**src/rtl/risc_pkg.sv**
```systemverilog
// rtl/risc_pkg.sv - shared opcodes, flag indices and state encodings for the execution unit
package risc_pkg;

  localparam logic [3:0] OP_NOP = 4'h0;
  localparam logic [3:0] OP_ADD = 4'h1;
  localparam logic [3:0] OP_SUB = 4'h2;
  localparam logic [3:0] OP_AND = 4'h3;
  localparam logic [3:0] OP_OR  = 4'h4;
  localparam logic [3:0] OP_XOR = 4'h5;
  localparam logic [3:0] OP_INC = 4'h6;
  localparam logic [3:0] OP_DEC = 4'h7;
  localparam logic [3:0] OP_NOT = 4'h8;
  localparam logic [3:0] OP_NEG = 4'h9;
  localparam logic [3:0] OP_SHR = 4'hA;
  localparam logic [3:0] OP_SHL = 4'hB;
  localparam logic [3:0] OP_ROR = 4'hC;
  localparam logic [3:0] OP_ROL = 4'hD;
  localparam logic [3:0] OP_LD  = 4'hE;
  localparam logic [3:0] OP_ST  = 4'hF;

  // flags port is {N,Z,C,V}
  localparam int FLG_V = 0;
  localparam int FLG_C = 1;
  localparam int FLG_Z = 2;
  localparam int FLG_N = 3;

  typedef enum logic {
    S_RUN = 1'b0,
    S_MEM = 1'b1
  } state_t;

  function automatic logic is_mem_op(input logic [3:0] op);
    return (op == OP_LD) || (op == OP_ST);
  endfunction

endpackage

```
**src/rtl/risc_alu_p.sv**
```systemverilog
// rtl/risc_alu_p.sv - combinational ALU producing result, carry/borrow and signed overflow
module risc_alu_p
  import risc_pkg::*;
#(
  parameter int DW = 8
) (
  input  logic [3:0]    opcode,
  input  logic [DW-1:0] a,
  input  logic [DW-1:0] b,
  output logic [DW-1:0] result,
  output logic          c,
  output logic          v
);

  localparam logic [DW-1:0] ONE = {{(DW-1){1'b0}}, 1'b1};

  logic [DW-1:0] x;
  logic [DW-1:0] y;
  logic          is_sub;
  logic [DW:0]   sum;
  logic          ovf;

  // All arithmetic ops share one adder/subtractor; inc/dec/neg just pick operands.
  always_comb begin
    x      = a;
    y      = b;
    is_sub = 1'b0;
    case (opcode)
      OP_INC: y = ONE;
      OP_SUB: is_sub = 1'b1;
      OP_DEC: begin
        y      = ONE;
        is_sub = 1'b1;
      end
      OP_NEG: begin
        x      = '0;
        y      = a;
        is_sub = 1'b1;
      end
      default: ;
    endcase
  end

  assign sum = is_sub ? ({1'b0, x} - {1'b0, y}) : ({1'b0, x} + {1'b0, y});
  assign ovf = is_sub ? ((x[DW-1] != y[DW-1]) && (sum[DW-1] != x[DW-1]))
                      : ((x[DW-1] == y[DW-1]) && (sum[DW-1] != x[DW-1]));

  always_comb begin
    result = '0;
    c      = 1'b0;
    v      = 1'b0;
    case (opcode)
      OP_ADD, OP_SUB, OP_INC, OP_DEC, OP_NEG: begin
        result = sum[DW-1:0];
        c      = sum[DW];
        v      = ovf;
      end
      OP_AND: result = a & b;
      OP_OR:  result = a | b;
      OP_XOR: result = a ^ b;
      OP_NOT: result = ~a;
      OP_SHR: begin
        result = {1'b0, a[DW-1:1]};
        c      = a[0];
      end
      OP_SHL: begin
        result = {a[DW-2:0], 1'b0};
        c      = a[DW-1];
      end
      OP_ROR: begin
        result = {a[0], a[DW-1:1]};
        c      = a[0];
      end
      OP_ROL: begin
        result = {a[DW-2:0], a[DW-1]};
        c      = a[DW-1];
      end
      default: ;
    endcase
  end

endmodule

```
**src/rtl/risc_eunit_p.sv**
```systemverilog
// rtl/risc_eunit_p.sv - execution unit: single-cycle ALU, LD/ST memory handshake with timeout, NZCV flags
module risc_eunit_p
  import risc_pkg::*;
#(
  parameter int DW      = 8,
  parameter int AW      = 4,
  parameter int RW      = 3,
  parameter int MEM_TMO = 15
) (
  input  logic          clk,
  input  logic          rst_n,
  input  logic          in_vld,
  output logic          in_rdy,
  input  logic [3:0]    opcode,
  input  logic [AW-1:0] dmaddrin,
  input  logic [DW-1:0] oprnd_a,
  input  logic [DW-1:0] oprnd_b,
  input  logic [RW-1:0] dstin,
  input  logic          dm_ack,
  output logic          dmenbl,
  output logic          rdwr,
  output logic [AW-1:0] dmaddr,
  output logic [DW-1:0] dmdatain,
  output logic [DW-1:0] rslt,
  output logic [RW-1:0] dst,
  output logic          reg_wr_vld,
  output logic          load_op,
  output logic [3:0]    flags,
  output logic          mem_err
);

  localparam int CW = $clog2(MEM_TMO + 1);
  localparam logic [CW-1:0] TMO_LAST = CW'(MEM_TMO - 1);

  state_t        state;
  logic [CW-1:0] tmo_cnt;
  logic [RW-1:0] mem_dst;
  logic [DW-1:0] alu_res;
  logic          alu_c;
  logic          alu_v;

  risc_alu_p #(.DW(DW)) u_alu (
    .opcode (opcode),
    .a      (oprnd_a),
    .b      (oprnd_b),
    .result (alu_res),
    .c      (alu_c),
    .v      (alu_v)
  );

  assign in_rdy = rst_n && (state == S_RUN);

  always_ff @(posedge clk) begin
    if (!rst_n) begin
      state      <= S_RUN;
      tmo_cnt    <= '0;
      mem_dst    <= '0;
      dmenbl     <= 1'b0;
      rdwr       <= 1'b0;
      dmaddr     <= '0;
      dmdatain   <= '0;
      rslt       <= '0;
      dst        <= '0;
      reg_wr_vld <= 1'b0;
      load_op    <= 1'b0;
      flags      <= '0;
      mem_err    <= 1'b0;
    end else begin
      reg_wr_vld <= 1'b0;
      load_op    <= 1'b0;
      mem_err    <= 1'b0;
      if (state == S_RUN) begin
        if (in_vld && is_mem_op(opcode)) begin
          state   <= S_MEM;
          tmo_cnt <= '0;
          dmenbl  <= 1'b1;
          rdwr    <= (opcode == OP_LD);
          dmaddr  <= dmaddrin;
          mem_dst <= dstin;
          if (opcode == OP_ST) dmdatain <= oprnd_a;
        end else if (in_vld && opcode != OP_NOP) begin
          rslt         <= alu_res;
          dst          <= dstin;
          reg_wr_vld   <= 1'b1;
          flags[FLG_N] <= alu_res[DW-1];
          flags[FLG_Z] <= (alu_res == '0);
          flags[FLG_C] <= alu_c;
          flags[FLG_V] <= alu_v;
        end
      end else begin
        // An ack arriving on the expiry edge still completes the access.
        if (dm_ack) begin
          state  <= S_RUN;
          dmenbl <= 1'b0;
          if (rdwr) begin
            reg_wr_vld <= 1'b1;
            load_op    <= 1'b1;
            dst        <= mem_dst;
          end
        end else if (tmo_cnt == TMO_LAST) begin
          state   <= S_RUN;
          dmenbl  <= 1'b0;
          mem_err <= 1'b1;
        end else begin
          tmo_cnt <= tmo_cnt + 1'b1;
        end
      end
    end
  end

endmodule

```
**config.mk**
```make
export PLATFORM = sky130hd
export DESIGN_NAME = risc_eunit_p
export DESIGN_NICKNAME = d
export VERILOG_FILES = /design/src/rtl/risc_pkg.sv /design/src/rtl/risc_alu_p.sv /design/src/rtl/risc_eunit_p.sv
export SDC_FILE = /design/constraint.sdc
export NUM_CORES = 1
export LEC_CHECK = 0
export ABC_AREA = 1
export BUFFER_PORTS_ARGS = -buffer_cell sky130_fd_sc_hd__buf_2
export CAP_MARGIN = 20
export CORE_MARGIN = 10
export CORE_UTILIZATION = 60
export CTS_CLUSTER_DIAMETER = 60
export DETAILED_ROUTE_END_ITERATION = 12
export PLACE_DENSITY = 0.85
export SYNTH_ARGS = -nofsm -noshare
export SYNTH_HDL_FRONTEND = slang
export SYNTH_SLANG_ARGS = --single-unit
```
**constraint.sdc**
```tcl
create_clock -name clk -period 7.9 [get_ports clk]
set_input_delay 0.395 -clock clk [delete_from_list [all_inputs] [get_ports clk]]
set_output_delay 0.395 -clock clk [all_outputs]
set_load 0.005 [all_outputs]
```
---- After elaboration in Yosys (flattened, before gate mapping) ----
Index checks and enable logic that the tools add are counted.
storage, ports and cells
  input port bits ......................... 31
  register bits ........................... 40
  word-level logic and storage cells ...... 102
  output and inout bits ................... 33
cells by class
  bitwise operators ....................... 7
  reduce and logical (&&, ||, !) cells .... 23
  mux-type cells .......................... 31
  equality and inequality tests ........... 25
  add/sub/neg operators ................... 3
operators with widths
  operator                                                         count
  8-bit one-hot mux with 9 select lines                            1
  4-bit == test, second input constant                             9
  1-bit 2-to-1 mux                                                 17
  4-bit by 3-bit == test with 1-bit output, second input constant  4
  4-bit 2-to-1 mux                                                 4
  8-bit one-hot mux with 2 select lines                            1
  3-bit 2-to-1 mux                                                 5
  2-bit != test, second input constant                             5
  8-bit by 8-bit adder with 9-bit output                           1
  9-bit 2-to-1 mux                                                 1
  3-bit AND reduction                                              3
  8-bit by 8-bit subtractor with 9-bit output                      1
  8-bit bitwise AND                                                1
  4-bit by 2-bit == test with 1-bit output, second input constant  2
  8-bit zero test                                                  1
  8-bit 2-to-1 mux                                                 1
  8-bit NOT                                                        1
  8-bit bitwise OR                                                 1
  8-bit bitwise XOR                                                1
  2-bit AND reduction                                              3
  2-bit OR reduction                                               3
  3-bit OR reduction                                               2
  1-bit logical AND                                                5
  5-bit OR reduction                                               1
  other kinds (11)                                                 15

---- Depth between registers and ports, before layout ----
  depth after elaboration ................. 9
  mapped depth ............................ 24
  depth with buffers taken out ............ 23

---- Cells and area by module ----
From an unflattened synthesis, not the netlist that was laid out.
unflattened totals
  cell total of the unflattened synthesis .. 482
  area total of the unflattened synthesis .. 3219.3 µm²
modules (own cells, without submodules)
  module        sequential area each (µm²)  cells each  area an instance (µm²)  times used
  risc_eunit_p  780.7                       227         1660.3                  1
  risc_alu_p    0.0                         255         1559.0                  1

---- Worst setup path after synthesis ----
OpenSTA, ideal clock, no wires.
  kind .................................... input to register
  start ................................... in opcode[0]
  end ..................................... reg flags[0]
  path buffers ............................ 1
  arrival ................................. 2.757 ns
  library setup time ...................... 0.119 ns
  stages .................................. 21
  path slack .............................. 5.024 ns
  required time ........................... 7.781 ns
  cell sequence ........................... inv_1 -> nor2_2 -> nand2_2 -> buf_6 -> nand2_2 -> o22ai_1 -> inv_2 -> ha_1 -> nand3_1 -> nor2_2 -> nor2_1 -> xnor2_1 -> ha_1 -> a21oi_1 -> o21a_1 -> nand3b_1 -> nand2_1 -> xor2_1 -> inv_1 -> a22oi_1 -> nor2_1
between the ends
  word-level cells in the longest chain between the ends .. 9
  elaborated cells on any way between the ends .. 29
  those cells by class .................... add/sub (2); eq/ne (10); mux (6); bitwise (1); reduce/logical (10)
RTL lines
  element                                                                                                line                                RTL
  start: declaration                                                                                     risc_eunit_p.sv:14                  input logic [3:0] opcode,
  4-bit by 3-bit == test with 1-bit output                                                               risc_alu_p.sv:28, risc_alu_p.sv:52
  2-bit OR reduction (no line)                                                                           -
  8-bit one-hot mux with 2 select lines                                                                  risc_alu_p.sv:28                    case (opcode)
  8-bit by 8-bit adder with 9-bit output or 8-bit by 8-bit subtractor with 9-bit output (tied branches)  risc_alu_p.sv:44                    assign sum = is_sub ? ({1'b0, x} - {1'b0, y}) : ({1'b0, x} + {1'b0, y});
  9-bit 2-to-1 mux                                                                                       risc_alu_p.sv:44
  1-bit != test                                                                                          risc_alu_p.sv:45, risc_alu_p.sv:46
  1-bit logical AND (on tied branches)                                                                   risc_alu_p.sv:46, risc_alu_p.sv:45
  1-bit 2-to-1 mux                                                                                       risc_alu_p.sv:45                    assign ovf = is_sub ? ((x[DW-1] != y[DW-1]) && (sum[DW-1] != x[DW-1]))
  1-bit 2-to-1 mux                                                                                       risc_alu_p.sv:52                    case (opcode)
  end signal: indexed assignment                                                                         risc_eunit_p.sv:85                  flags[FLG_N] <= alu_res[DW-1];
  end signal: indexed assignment                                                                         risc_eunit_p.sv:86                  flags[FLG_Z] <= (alu_res == '0);
  end signal: indexed assignment                                                                         risc_eunit_p.sv:87                  flags[FLG_C] <= alu_c;
  end: declaration                                                                                       risc_eunit_p.sv:28                  output logic [3:0] flags,
Several ways; a longest one is shown, not always the timed one.
A chain may end at the register's enable or synchronous reset.

---- Worst setup path after layout ----
  start ................................... in opcode[3]
  end ..................................... reg flags[0]
The elaborated chain is that of the path after synthesis.

==> flow_summary.yaml <==
synthesis:
  synthCells: 449
  synth_cell_type_count: 39
  yosysWarnings: 0
  syn_area_per_cell_um2: 6.677
  synth_seq_area_share_pct: 26.04
  synth_nets: 508
  netlist_area_um2: 2998
  ys_ff_latch: 39
setup_path:
  critPathLaunchType: "input port"
  endpoint_kind: "register"
  rr_startpoint: "state"
  required_ps: 8080
  startpoint: "opcode[3]"
  critPathKind: "in2reg"
  arrival_ps: 3330
  cp_max_fo: 12
timing:
  fin_crit_ps: 3153
  finalCritPeriodShare_pct: 39.92
  setup_viol: 0
  finClkSkew_ps: 6.053
  grt_setup_unrepaired: "false"
  fin_tns_setup_ps: 0
  hold_ws_ps: 299.1
  relSlewSlack_pct: 55.71
  worst-slew-pin-transition_ps: 661.9
  fmax_mhz: 317.1
  maxSlewViolCount: 0
  hold_viol: 0
global_routing:
  grt.total_usage_pct: 20.46
  overflow: 0
  grt_pass1_vias: 2988
  grt_max_degree: 31
  grt_pass1_wl_um: 14170
  antenna_found_initial: 0
clocking:
  cts_tree: "built"
  ctsHoldBuffers: 0
  clock_sinks: 39
  htreeDepth: 2
  cts_setup_buffers: 0
  clk_latency_ps: 290
  cts_buffers: 5
  cts_resized: 0
  clk_pin_slew_ps: 70
  cts_buffer_depth: 2
  root_buffer: "clkbuf_8"
cells_and_area:
  utilization_pct: 71.16
  areaGrowthSynthToFinish_pct: 13.61
  finalNetCount: 567
  multi_input_area_um2: 1934
  final-seq-area_um2: 780.7
  fillers: 424
  n_antenna_cell: 0
  drive_gt1_share_pct: 19.25
place:
  dp_hpwl_um: 6800
  gp_congestion: 0.9386
  io_buffers: 63
hold_path:
  hold_path.class: "in2reg"
  hold_start: "dm_ack"
flow_run:
  cap_violations: 0
floorplan:
  die_x_um: 90.69
  initial_core_util_pct: 62.64
  io_pins: 64
  die_h_um: 90.69
  dieArea_um2: 8224
  fp-row-count: 25
  coreArea_um2: 4786
power:
  p_leak_nw: 1.832
  powerDensity_nw_per_um2: 152.4
  ir_drop_uv: 149.2
route:
  ant_nets: 0
  vias: 3153
  wirelength_um: 8665
  avgViaCountPerCell: 5.474
  wl_per_cell_um: 15.04
  firstDrtPassIters: 5
  drtIter0Drc: 250
  drcViolationCount: 0
outcome:
  status: "complete, no violations"
## cell type report
| cell class | instances | share of cell area [%] |
|---|---|---|
| Clock buffer | 7 | 2.241 |
| Clock inverter | 1 | 0.1470 |
| Inverter | 56 | 6.172 |
| Multi-Input combinational cell | 343 | 56.80 |
| Sequential cell | 39 | 22.92 |
| Tap cell | 67 | 2.461 |
| Timing Repair Buffer | 63 | 9.258 |
## critical path: stages
cell,delay (ps)
buf_2,130
inv_2,80
nor2_4,120
nand2_2,210
nand2_2,160
o22ai_1,90
inv_2,90
ha_1,170
nand3_1,100
nor2_2,150
nor2_1,70
xnor2_1,130
ha_1,340
a21oi_1,280
o21a_1,180
nand3b_1,100
nand2_1,100
xor2_1,160
inv_1,60
a22oi_1,150
nor2_1,60
## worst paths after layout
check,endpoint,cells after the start,slack (ps)
worst max-delay path,flags[0],21,4750
worst min-delay path,mem_err,2,300
worst min register to register,dst[2],2,480
worst max register to register,rslt[4],6,5870
## report_power, final
part           total, W  internal (W)  switching (W)  leakage, nW
Combinational  0.000177     0.0000661       0.000111         1.47
Clock          0.000131     0.0000620      0.0000685       0.0422
Sequential     0.000211      0.000206     0.00000508        0.318
Total          0.000519      0.000334       0.000185         1.83
## flip-flops by register name, indices dropped and copies added (netlist names)
signal      count
dst             3
state           1
dmdatain        8
rdwr            1
load_op         1
tmo_cnt         4
dmaddr          4
mem_err         1
mem_dst         3
reg_wr_vld      1
flags           4
rslt            7
dmenbl          1
## layout by cell type, fill, tap and decap left out, drive strengths merged
cell type / netlist / routed
ha: 27 / 27
a31oi: 3 / 3
xnor2: 4 / 4
inv: 55 / 55
o21ai: 43 / 43
xor2: 7 / 7
nand3: 26 / 26
and3: 1 / 1
clkbuf: 4 / 7
a21o: 1 / 1
buf: 7 / 63
nand3b: 2 / 2
fa: 1 / 1
nand4: 10 / 10
o22ai: 4 / 4
o31ai: 1 / 1
o21bai: 4 / 4
o211ai: 1 / 1
nor3: 4 / 4
dfxtp: 39 / 39
or2: 6 / 6
nand2: 92 / 92
a22oi: 5 / 5
a21oi: 27 / 27
o21a: 1 / 1
nor2: 72 / 72
nor4: 1 / 1
clkinv: 1 / 2
## Yosys cell counts
master / n / area, um^2
nor3_1: 4 / 20.02
nand3_2: 5 / 50.05
or2_1: 1 / 6.260
nor2_4: 4 / 45.04
or2_2: 5 / 31.28
nor4_1: 1 / 6.260
buf_4: 4 / 30.03
o22ai_1: 3 / 18.77
o21bai_1: 4 / 30.03
o22ai_4: 1 / 20.02
dfxtp_1: 39 / 780.8
clkbuf_1: 4 / 15.01
a21oi_1: 26 / 130.1
o211ai_1: 1 / 7.510
xnor2_1: 4 / 35.03
nor2_1: 64 / 240.2
a22oi_1: 5 / 37.54
nand3_1: 21 / 105.1
and3_1: 1 / 6.260
nor2_2: 4 / 25.02
o21a_1: 1 / 7.510
a21oi_2: 1 / 8.760
o21ai_0: 42 / 210.2
a21o_1: 1 / 7.510
fa_1: 1 / 20.02
nand3b_1: 2 / 15.01
ha_1: 27 / 337.8
xor2_1: 7 / 61.31
buf_2: 1 / 5.000
o21ai_1: 1 / 5.000
inv_2: 5 / 18.77
a31oi_1: 3 / 18.77
nand2_1: 89 / 334.1
nand4_1: 10 / 62.56
o31ai_2: 1 / 12.51
buf_6: 2 / 22.52
inv_1: 50 / 187.7
clkinv_1: 1 / 3.750
nand2_2: 3 / 18.77
## metal layers
metal	wire, um	vias to the layer above	global-route usage (%)	share of wire, %
met1	3966	1447	26.21	46
met5	0	-	0	0
li1	-	1589	-	-
met3	559	14	4.156	6.5
met2	4031	103	33.83	47
met4	108	0	5.305	1.2
## kinds of logic (layout without fill, tap and decap cells)
family	after synthesis	in the layout	share of synthesized area (%)
AND/OR/NAND/NOR	214	214	32.22
adder cells (fa/ha/maj)	28	28	11.94
buffers and inverters	67	127	9.432
XOR/XNOR	11	11	3.214
AO/OA/AOI/OAI	90	90	17.15
flip-flops	39	39	26.04
## metrics by stage
step	instances	setup slack [ps]	power, W	instance area (um^2)
2_1_floorplan	449	5024	0.0003376	2998
3_3_place_gp	568	4513	0.0003862	3324
3_5_place_dp	568	4524	0.0003888	3324
4_1_cts	576	4810	0.0005172	3406
5_1_grt	576	4504	0.0005518	3406
6_report	576	4747	0.0005189	3406
Note: power is estimated with default switching activity, not from simulation.
